`src/rtl/cache_mem_arbiter_if.sv`:
```
// cache_mem_arbiter_if
//   One stb/cyc/resp/retry line-transaction port, the same shape as the
//   pipeline cache miss ports. The requester uses the master modport and the
//   responder uses the slave modport.
// Signals
//   addr   line address             (master -> slave)
//   wdata  write line               (master -> slave)
//   stb    strobe                   (master -> slave)
//   cyc    cycle valid              (master -> slave)
//   we     write enable             (master -> slave)
//   sel    byte enables             (master -> slave)
//   rdata  read line                (slave -> master)
//   resp   transaction done         (slave -> master)
//   retry  transaction must retry   (slave -> master)
interface cache_mem_arbiter_if #(
  parameter int DATA_W = 128,
  parameter int ADDR_W = 16,
  parameter int MASK_W = 16
);
  logic [ADDR_W-1:0] addr;
  logic [DATA_W-1:0] wdata;
  logic              stb;
  logic              cyc;
  logic              we;
  logic [MASK_W-1:0] sel;
  logic [DATA_W-1:0] rdata;
  logic              resp;
  logic              retry;

  modport master (
    output addr, wdata, stb, cyc, we, sel,
    input  rdata, resp, retry
  );

  modport slave (
    input  addr, wdata, stb, cyc, we, sel,
    output rdata, resp, retry
  );
endinterface

```
`src/rtl/cache_mem_arbiter.sv`:
```
// cache_mem_arbiter
//   Shares one physical-memory port between the I-cache and D-cache miss
//   ports, one line transaction at a time. D-side normally wins; after
//   STARVE_MAX consecutive D grants taken while I was waiting, I wins the next
//   arbitration.
// Ports
//   clk      clock, all state on the rising edge
//   rst_n    synchronous reset, active-low
//   i_bus    I-cache miss port (slave view); wdata/we/sel are ignored, the
//            I-side only reads
//   d_bus    D-cache miss port (slave view)
//   m_bus    shared memory port (master view)
//   grant_d  1 while the D-side owns the memory port
// Optional build macro ARB_STATS_EN
//   Adds saturating 16-bit counters stat_i_grants, stat_d_grants and
//   stat_i_wait (cycles with an I request pending while I does not own the
//   port). Without it the core behaviour is identical and the ports are absent.
//
// state   | meaning
// IDLE    | no owner, arbitrate any pending request
// GRANT_I | I-side owns the memory port
// GRANT_D | D-side owns the memory port
module cache_mem_arbiter #(
  parameter int DATA_W     = 128,
  parameter int ADDR_W     = 16,
  parameter int MASK_W     = 16,
  parameter int STARVE_MAX = 3
) (
  input  logic                  clk,
  input  logic                  rst_n,
  cache_mem_arbiter_if.slave    i_bus,
  cache_mem_arbiter_if.slave    d_bus,
  cache_mem_arbiter_if.master   m_bus,
  output logic                  grant_d
`ifdef ARB_STATS_EN
  ,
  output logic [15:0]           stat_i_grants,
  output logic [15:0]           stat_d_grants,
  output logic [15:0]           stat_i_wait
`endif
);

  typedef enum logic [1:0] {
    IDLE    = 2'd0,
    GRANT_I = 2'd1,
    GRANT_D = 2'd2
  } state_t;

  localparam logic [3:0] STARVE_LIM = 4'(STARVE_MAX);

  state_t     state;
  logic [3:0] starve;
  logic       req_i;
  logic       req_d;
  logic       d_wins;
  logic       go_i;
  logic       go_d;
  logic       end_i;
  logic       end_d;

  assign req_i = i_bus.cyc & i_bus.stb;
  assign req_d = d_bus.cyc & d_bus.stb;

  // D keeps priority until I has watched STARVE_MAX D grants go by.
  assign d_wins = req_d & (~req_i | (starve < STARVE_LIM));
  assign go_d   = (state == IDLE) & d_wins;
  assign go_i   = (state == IDLE) & ~d_wins & req_i;

  // Ownership ends on completion, on retry, or when the owner abandons cyc.
  assign end_i  = m_bus.resp | m_bus.retry | ~i_bus.cyc;
  assign end_d  = m_bus.resp | m_bus.retry | ~d_bus.cyc;

  always_ff @(posedge clk) begin
    if (!rst_n) begin
      state   <= IDLE;
      starve  <= 4'd0;
      grant_d <= 1'b0;
    end else begin
      case (state)
        IDLE: begin
          if (go_d) begin
            state   <= GRANT_D;
            grant_d <= 1'b1;
            if (req_i && (starve != 4'hF)) begin
              starve <= starve + 4'd1;
            end
          end else if (go_i) begin
            state   <= GRANT_I;
            grant_d <= 1'b0;
            starve  <= 4'd0;
          end
        end
        GRANT_I: begin
          if (end_i) begin
            state   <= IDLE;
            grant_d <= 1'b0;
          end
        end
        GRANT_D: begin
          if (end_d) begin
            state   <= IDLE;
            grant_d <= 1'b0;
          end
        end
        default: begin
          state   <= IDLE;
          grant_d <= 1'b0;
        end
      endcase
    end
  end

  // Memory port follows the owner combinationally so a dropped cyc reaches
  // memory in the same cycle. The I-side is always a full-line read.
  always_comb begin
    m_bus.addr  = '0;
    m_bus.wdata = '0;
    m_bus.stb   = 1'b0;
    m_bus.cyc   = 1'b0;
    m_bus.we    = 1'b0;
    m_bus.sel   = '0;
    case (state)
      GRANT_I: begin
        m_bus.addr = i_bus.addr;
        m_bus.stb  = i_bus.stb;
        m_bus.cyc  = i_bus.cyc;
        m_bus.sel  = '1;
      end
      GRANT_D: begin
        m_bus.addr  = d_bus.addr;
        m_bus.wdata = d_bus.wdata;
        m_bus.stb   = d_bus.stb;
        m_bus.cyc   = d_bus.cyc;
        m_bus.we    = d_bus.we;
        m_bus.sel   = d_bus.sel;
      end
      default: begin
      end
    endcase
  end

  // Read data is broadcast; only the owner's resp qualifies it. Responses
  // arriving with no owner are dropped.
  assign i_bus.rdata = m_bus.rdata;
  assign d_bus.rdata = m_bus.rdata;
  assign i_bus.resp  = m_bus.resp  & (state == GRANT_I);
  assign i_bus.retry = m_bus.retry & (state == GRANT_I);
  assign d_bus.resp  = m_bus.resp  & (state == GRANT_D);
  assign d_bus.retry = m_bus.retry & (state == GRANT_D);

  logic unused_i_side;
  assign unused_i_side = ^{i_bus.wdata, i_bus.we, i_bus.sel};

`ifdef ARB_STATS_EN
  always_ff @(posedge clk) begin
    if (!rst_n) begin
      stat_i_grants <= 16'd0;
      stat_d_grants <= 16'd0;
      stat_i_wait   <= 16'd0;
    end else begin
      if (go_i && (stat_i_grants != 16'hFFFF)) begin
        stat_i_grants <= stat_i_grants + 16'd1;
      end
      if (go_d && (stat_d_grants != 16'hFFFF)) begin
        stat_d_grants <= stat_d_grants + 16'd1;
      end
      if (req_i && (state != GRANT_I) && (stat_i_wait != 16'hFFFF)) begin
        stat_i_wait <= stat_i_wait + 16'd1;
      end
    end
  end
`endif

endmodule

```
`src/flat_wrapper.sv`:
```
// flat-port wrapper written by rule: the top's interface ports become plain ports
module cache_mem_arbiter_flat 
#(
  parameter int DATA_W     = 128,
  parameter int ADDR_W     = 16,
  parameter int MASK_W     = 16,
  parameter int STARVE_MAX = 3
)
  (clk, rst_n, grant_d, i_bus_addr, i_bus_wdata, i_bus_stb, i_bus_cyc, i_bus_we, i_bus_sel, i_bus_rdata, i_bus_resp, i_bus_retry, d_bus_addr, d_bus_wdata, d_bus_stb, d_bus_cyc, d_bus_we, d_bus_sel, d_bus_rdata, d_bus_resp, d_bus_retry, m_bus_addr, m_bus_wdata, m_bus_stb, m_bus_cyc, m_bus_we, m_bus_sel, m_bus_rdata, m_bus_resp, m_bus_retry);
  cache_mem_arbiter_if #(.DATA_W(DATA_W), .ADDR_W(ADDR_W), .MASK_W(MASK_W)) i_bus_i ();
  cache_mem_arbiter_if #(.DATA_W(DATA_W), .ADDR_W(ADDR_W), .MASK_W(MASK_W)) d_bus_i ();
  cache_mem_arbiter_if #(.DATA_W(DATA_W), .ADDR_W(ADDR_W), .MASK_W(MASK_W)) m_bus_i ();
  input  logic clk;
  input  logic rst_n;
  output logic grant_d;
  input wire logic [$bits(i_bus_i.addr)-1:0] i_bus_addr;
  input wire logic [$bits(i_bus_i.wdata)-1:0] i_bus_wdata;
  input wire logic [$bits(i_bus_i.stb)-1:0] i_bus_stb;
  input wire logic [$bits(i_bus_i.cyc)-1:0] i_bus_cyc;
  input wire logic [$bits(i_bus_i.we)-1:0] i_bus_we;
  input wire logic [$bits(i_bus_i.sel)-1:0] i_bus_sel;
  output wire logic [$bits(i_bus_i.rdata)-1:0] i_bus_rdata;
  output wire logic [$bits(i_bus_i.resp)-1:0] i_bus_resp;
  output wire logic [$bits(i_bus_i.retry)-1:0] i_bus_retry;
  input wire logic [$bits(d_bus_i.addr)-1:0] d_bus_addr;
  input wire logic [$bits(d_bus_i.wdata)-1:0] d_bus_wdata;
  input wire logic [$bits(d_bus_i.stb)-1:0] d_bus_stb;
  input wire logic [$bits(d_bus_i.cyc)-1:0] d_bus_cyc;
  input wire logic [$bits(d_bus_i.we)-1:0] d_bus_we;
  input wire logic [$bits(d_bus_i.sel)-1:0] d_bus_sel;
  output wire logic [$bits(d_bus_i.rdata)-1:0] d_bus_rdata;
  output wire logic [$bits(d_bus_i.resp)-1:0] d_bus_resp;
  output wire logic [$bits(d_bus_i.retry)-1:0] d_bus_retry;
  output wire logic [$bits(m_bus_i.addr)-1:0] m_bus_addr;
  output wire logic [$bits(m_bus_i.wdata)-1:0] m_bus_wdata;
  output wire logic [$bits(m_bus_i.stb)-1:0] m_bus_stb;
  output wire logic [$bits(m_bus_i.cyc)-1:0] m_bus_cyc;
  output wire logic [$bits(m_bus_i.we)-1:0] m_bus_we;
  output wire logic [$bits(m_bus_i.sel)-1:0] m_bus_sel;
  input wire logic [$bits(m_bus_i.rdata)-1:0] m_bus_rdata;
  input wire logic [$bits(m_bus_i.resp)-1:0] m_bus_resp;
  input wire logic [$bits(m_bus_i.retry)-1:0] m_bus_retry;
  assign i_bus_i.addr = i_bus_addr;
  assign i_bus_i.wdata = i_bus_wdata;
  assign i_bus_i.stb = i_bus_stb;
  assign i_bus_i.cyc = i_bus_cyc;
  assign i_bus_i.we = i_bus_we;
  assign i_bus_i.sel = i_bus_sel;
  assign i_bus_rdata = i_bus_i.rdata;
  assign i_bus_resp = i_bus_i.resp;
  assign i_bus_retry = i_bus_i.retry;
  assign d_bus_i.addr = d_bus_addr;
  assign d_bus_i.wdata = d_bus_wdata;
  assign d_bus_i.stb = d_bus_stb;
  assign d_bus_i.cyc = d_bus_cyc;
  assign d_bus_i.we = d_bus_we;
  assign d_bus_i.sel = d_bus_sel;
  assign d_bus_rdata = d_bus_i.rdata;
  assign d_bus_resp = d_bus_i.resp;
  assign d_bus_retry = d_bus_i.retry;
  assign m_bus_addr = m_bus_i.addr;
  assign m_bus_wdata = m_bus_i.wdata;
  assign m_bus_stb = m_bus_i.stb;
  assign m_bus_cyc = m_bus_i.cyc;
  assign m_bus_we = m_bus_i.we;
  assign m_bus_sel = m_bus_i.sel;
  assign m_bus_i.rdata = m_bus_rdata;
  assign m_bus_i.resp = m_bus_resp;
  assign m_bus_i.retry = m_bus_retry;
  cache_mem_arbiter #(.DATA_W(DATA_W), .ADDR_W(ADDR_W), .MASK_W(MASK_W), .STARVE_MAX(STARVE_MAX)) u_core (.clk(clk), .rst_n(rst_n), .i_bus(i_bus_i), .d_bus(d_bus_i), .m_bus(m_bus_i), .grant_d(grant_d));
endmodule
```
`config.mk`:
```
export PLATFORM = sky130hd
export DESIGN_NAME = cache_mem_arbiter_flat
export DESIGN_NICKNAME = d
export VERILOG_FILES = /design/src/rtl/cache_mem_arbiter_if.sv /design/src/rtl/cache_mem_arbiter.sv /design/src/flat_wrapper.sv
export SDC_FILE = /design/constraint.sdc
export NUM_CORES = 1
export LEC_CHECK = 0
export CAP_MARGIN = 20
export CORE_AREA = 8 8 333 335
export DETAILED_ROUTE_END_ITERATION = 12
export DIE_AREA = 0 0 341 343
export GPL_ROUTABILITY_DRIVEN = 0
export MAX_ROUTING_LAYER = met4
export PLACE_DENSITY_LB_ADDON = 0.12
export SLEW_MARGIN = 10
export SYNTH_ARGS = -nofsm -noshare
export SYNTH_HDL_FRONTEND = slang
export SYNTH_SLANG_ARGS = --single-unit
```
`constraint.sdc`:
```
create_clock -name clk -period 1.8 [get_ports clk]
set_input_delay 0.36 -clock clk [delete_from_list [all_inputs] [get_ports clk]]
set_output_delay 0.36 -clock clk [all_outputs]
set_load 0.03 [all_outputs]
```
==> metrics.yaml <==
status: "finished, violations left"
violations: "setup timing"
synth.top_cell.area_share_pct: 53.49
drive_above_1_share_pct: 54.39
required_ps: 1440
vias: 3754
ioPinCount: 882
period_share_pct: 107.6
syn-mean-instance-area_sq_um: 6.977
synthDistinctLibCells: 23
dp_hpwl_um: 32590
syn_to_final_growth_pct: 141.2
crit_path_frequent_cell: "buf_12"
synth_edf_count: 0
ys_seq_area_share_pct: 3.330
grt_pass1_vias: 4268
dieWidth_um: 341
synth_ff_type: "dfxtp_1"
synth_commonest_cells: "257 x buf_4, 133 x and2_1, 34 x nor2b_1"
grt_overflow: 0
max_freq_mhz: 516.1
nNetsFinal: 1091
synthesis.nets: 979
ir_drop_v: 0.0001996
fillerInstances: 12324
wl_um: 35260
critical_path_buf_inv_count: 5
antenna_found_initial: 31
yosysMostFrequentCell: "buf_4"
critPathSlowestCell: "dfxtp_4"
fin_crit_ps: 1938
layout.cells.non_filler: 2053
multi_input_area_sq_um: 1886
grt_pass1_wl_um: 43880
ys_ff_latch: 6
slew_headroom_pct: 74.63
port_buffers: 352
ant_nets: 0
dr.pass1.iters: 5
viasPerCell: 1.829
cts_buffers: 3
power_density_nw_per_um2: 278.8
synth.area.top_cells: "buf_4 53%, and2_1 23%, nor2b_1 5.9%"
synth_warnings: 0
netlist_area_sq_um: 3607
grt_usage_pct: 5.778
regArea_sq_um: 127.6
htree_levels: 1
path_delay_family: "buffers and inverters"
placedCellCount: 2021
drtIter0Drc: 45
cp-end-kind: "output port"
setup_viol: 122
p_total_mw: 2.426
arrival_ps: 1580
clockBufferDepth: 2
grt_setup_unrepaired: "true"
crit_fanout: 17
grt_max_degree: 34
slowest_delay_ps: 350
hold_viol_final: 0
netlist_instances: 517
start_util_pct: 3.408
synthArstFlopShare_pct: 0
cts_tree: "built"
fin_ws_ps: -137.6
clockRootBuffer: "clkbuf_16"
cts.sink_count: 6
worst_slew_pin_slew_ps: 379.4
die_h_um: 343
routedWlPerCell_um: 17.17
power.leakage_nw: 2.923
dieArea_sq_um: 117000
cap_viol_max_count: 0
yosysTopAreaCell: "buf_4"
drc: 0
skew_ps: 2.817
worstPathCellList: "inv_4 -> ha_4 -> buf_12 -> buf_16 -> and2_4 -> buf_12 -> buf_12"
place_ws_ps: -85.99
worstSetupPathType: "flip-flop to output port"
clk_pin_slew_ps: 40
core_region_area_sq_um: 105900
min_path_type: "flip-flop to flip-flop"
post-route-util_pct: 8.220
finalMaxSlewViolations: 0
tns_ps: -5559
row_count: 120
start_kind: "flip-flop"
insertion_delay_ps: 230
## cells by family (layout without fill, tap and decap cells)
group	Yosys count	count (layout)	share of synthesized area, %
AO/OA/AOI/OAI	43	43	7.943
AND/OR/NAND/NOR	179	179	30.73
other	0	23	0
flip-flops	6	6	3.330
buffers and inverters	285	395	56.61
adder cells (fa/ha/maj)	4	4	1.387
## registers in the layout, summed over array words and instances (netlist names)
signal / cells
u_core.starve: 4
u_core.grant_d: 1
u_core.state: 1
## stage by stage
stage	hold slack (ps)	instance area, sq um
after floorplan	448.2	3686
after global placement	486.6	7777
after detailed placement	479.7	7777
after CTS	494.3	8264
after global routing	512.6	8701
final	500.3	8701
## final timing paths
kind	cells past startpoint	from	slack [ps]	to
min	1	u_core.starve[3]	500	u_core.starve[3]
max reg2reg	7	u_core.state[0]	230	u_core.grant_d
max	7	u_core.state[0]	-140	m_bus_wdata[45]
min reg2reg	1	u_core.starve[3]	500	u_core.starve[3]
## layout by cell type, fill, tap and decap left out, types with 2 or more instances in the layout
cell,n
and2_4,63
ha_4,3
nand2_1,3
a22oi_2,12
nor2b_2,25
o21ai_0,2
buf_6,63
clkdlybuf4s50_1,185
a21oi_1,7
and2_2,9
a22oi_1,6
buf_8,3
buf_4,49
dfxtp_1,4
o22ai_1,2
and3_1,3
nand3_1,4
nor2b_4,9
inv_4,2
dfxtp_4,2
buf_12,85
a21oi_2,7
and2_1,61
buf_16,3
a21oi_4,2
clkbuf_16,4
diode_2,23
## what timing repair did
action | CTS | global route
pin swaps | 2 | 1
gates resized for setup | 98 | 107
setup buffers | 3 | 0
setup endpoints to repair | 163 | 162
hold buffers | 0 | 0
endpoints found under the hold margin | 0 | 0
gates cloned | 2 | 1
## worst register-to-register path: stages, from the launching register on
cell,delay (ps)
dfxtp_4,350
inv_4,70
ha_4,140
buf_6,180
a22oi_2,140
buf_4,160
o32a_1,290
o22ai_1,150
## layout make-up
cell class                 instances  area share, %
multi-input combinational        226          21.67
inverter                           3         0.1869
tap                             1403          20.18
clock buffer                       3         0.8628
timing repair buffer             389          54.98
sequential                         6          1.467
antenna                           23         0.6615
## report_power, final
group	total (mW)	internal, mW	switching, mW
registers	0.143	0.137	0.00584
logic	1.92	1.08	0.847
clock network	0.359	0.285	0.0739
## metal layers
metal	track usage [%]	wire length [um]	up-vias
li1	-	-	1622
met1	4.692	10380	1591
met2	9.726	16930	454
met3	5.035	7166	87
met4	1.569	781	0
met5	-	0	-
Note: power is estimated with default switching activity, not from simulation.
==> RTL edit: new RTL, config.mk and constraints unchanged <==
The 3 states of `state_t` get a one-hot encoding in 3 bits.
--- a/src/rtl/cache_mem_arbiter.sv
+++ b/src/rtl/cache_mem_arbiter.sv
@@ -42,6 +42,6 @@
 
-  typedef enum logic [1:0] {
-    IDLE    = 2'd0,
-    GRANT_I = 2'd1,
-    GRANT_D = 2'd2
+  typedef enum logic [2:0] {
+    IDLE    = 3'b001,
+    GRANT_I = 3'b010,
+    GRANT_D = 3'b100
   } state_t;
Formal check against the unedited RTL: no difference found for any inputs over 4 cycles, from zero or initial values and one cycle with rst_n low; so few cycles prove little.
==> RTL edit against the original RTL <==
The flow still finishes with violations (setup timing). Sequential cell count grew 1. Area after synthesis down 2.8%. Fmax fell by 2.2%. Register-to-register slack improved by 0.07 ns. Design area shrank 1.8%. Setup slack worse by 0.044 ns. Count of clock-buffer cells in the layout up 1. Routed wire length is 20% lower. Critical endpoint is now m_bus_wdata[5]. Highest routed layer unchanged.
Power is not compared: it rests on default switching activity, and its combinational part moved more than twofold at a synthesized area within 25%.
==> RTL edit: results (changes against the original RTL) <==
| Metric | Value |
|---|---|
| Result of the run | `finished with violations` |
| Failing checks | `setup timing` |
| Skew final | `0.00391 ns (+0.00110 ns)` |
| Reg2reg start | `u_core.grant_d` |
| Clock tree buffer count of the final layout | `4 (+1)` |
| Most numerous cell types in the synthesized netlist | `sky130_fd_sc_hd__buf_4, sky130_fd_sc_hd__and2_1, sky130_fd_sc_hd__a22o_1` |
| Register Area | `146 um^2 (+15%)` |
| Registers with the highest flip-flop counts | `u_core.starve (4), u_core.state (2), u_core.grant_d (1)` |
| Area after DPL | `7350 um^2 (-5.5%)` |
| Sequential fraction of the synthesis area | `4.00% (+0.67 points)` |
| Final worst slack | `-0.182 ns (-0.0441 ns)` |
| Buffering overhead | `57.9% (+3.0 points)` |
| Startpoint of the most critical setup path | `u_core.state[0]` |
| Number of setup violations in the final report | `166 (+36%)` |
| Total routing resource utilization after global routing | `4.31% (-1.5 points)` |
| Vias after detailed routing | `3,554 (-5.3%)` |
| Data arrival at the endpoint of the critical path | `1.62 ns (+0.04 ns)` |
| Final clock-cell share | `0.922% (+0.060 points)` |
| Sum Neg Setup Slack | `-22.03 ns (-16.47 ns)` |
| Count of cells resized by post-cts repair | `128 (+31%)` |
| Layout cell share with drive strength beyond 1 | `53.7% (-0.73 points)` |
| Initial antenna violation count | `6 (-81%)` |
| Post-route design area | `8550 um^2 (-1.8%)` |
| Clock tree sinks | `7 (+1)` |
| WL/cell | `14.1 um (-18%)` |
| Fraction of area in multi-input gates | `18.8% (-2.9 points)` |
| Final #Nets | `1,075 (-1.5%)` |
| Count of TritonRoute iterations in the first routing pass | `4 (-1)` |
| Antenna cells | `1 (-96%)` |
## RTL edit: changes by cell type in the layout (fill, tap and decap cells not counted), sizes merged, moves of 3 or more
cell,change
a21oi,-13
ha,-3
a22o,+16
nor2,+3
and3,-3
a21o,+16
diode,-22
nor2b,-34
nor3b,+3
a22oi,-18
clkbuf,+7
buf,+10
## RTL edit: per-layer routing
layer / global-route usage, % / vias to the layer above / part of all wire, %
met3: 3.99 / 42 / 20
met2: 6.09 / 480 / 42
met1: 4.33 / 1501 / 36
li1: - / 1531 / -
met5: - / - / 0
met4: 1.07 / 0 / 1.8
## RTL edit: where the power goes
| group | internal [mW] | total [mW] | switching (mW) |
|---|---|---|---|
| clock network | 0.295 | 0.383 | 0.0881 |
| logic | 0.525 | 0.776 | 0.251 |
| registers | 0.161 | 0.165 | 0.00468 |
## RTL edit: critical path, cell delays in order (launching register included)
cell,delay (ns)
sky130_fd_sc_hd__dfxtp_4,0.34
sky130_fd_sc_hd__nor3b_4,0.28
sky130_fd_sc_hd__buf_6,0.17
sky130_fd_sc_hd__buf_12,0.14
sky130_fd_sc_hd__clkbuf_16,0.16
sky130_fd_sc_hd__and2_1,0.15
sky130_fd_sc_hd__buf_6,0.13
## RTL edit: kinds of logic (layout without fill, tap and decap cells)
family / after synthesis / after routing / synth area share (%)
adder cells (fa/ha/maj): 1 / 1 / 0.357
AND/OR/NAND/NOR: 154 / 154 / 27.6
flip-flops: 7 / 7 / 4.00
other: 0 / 1 / 0
buffers and inverters: 278 / 409 / 58.1
AO/OA/AOI/OAI: 44 / 44 / 9.96
## RTL edit: final timing paths
| check | endpoint | cells after the start |
|---|---|---|
| worst max-delay path | m_bus_wdata[5] | 6 |
| worst min-delay path | u_core.starve[2] | 2 |
| worst max register to register | u_core.starve[3] | 5 |
| worst min register to register | u_core.starve[2] | 2 |
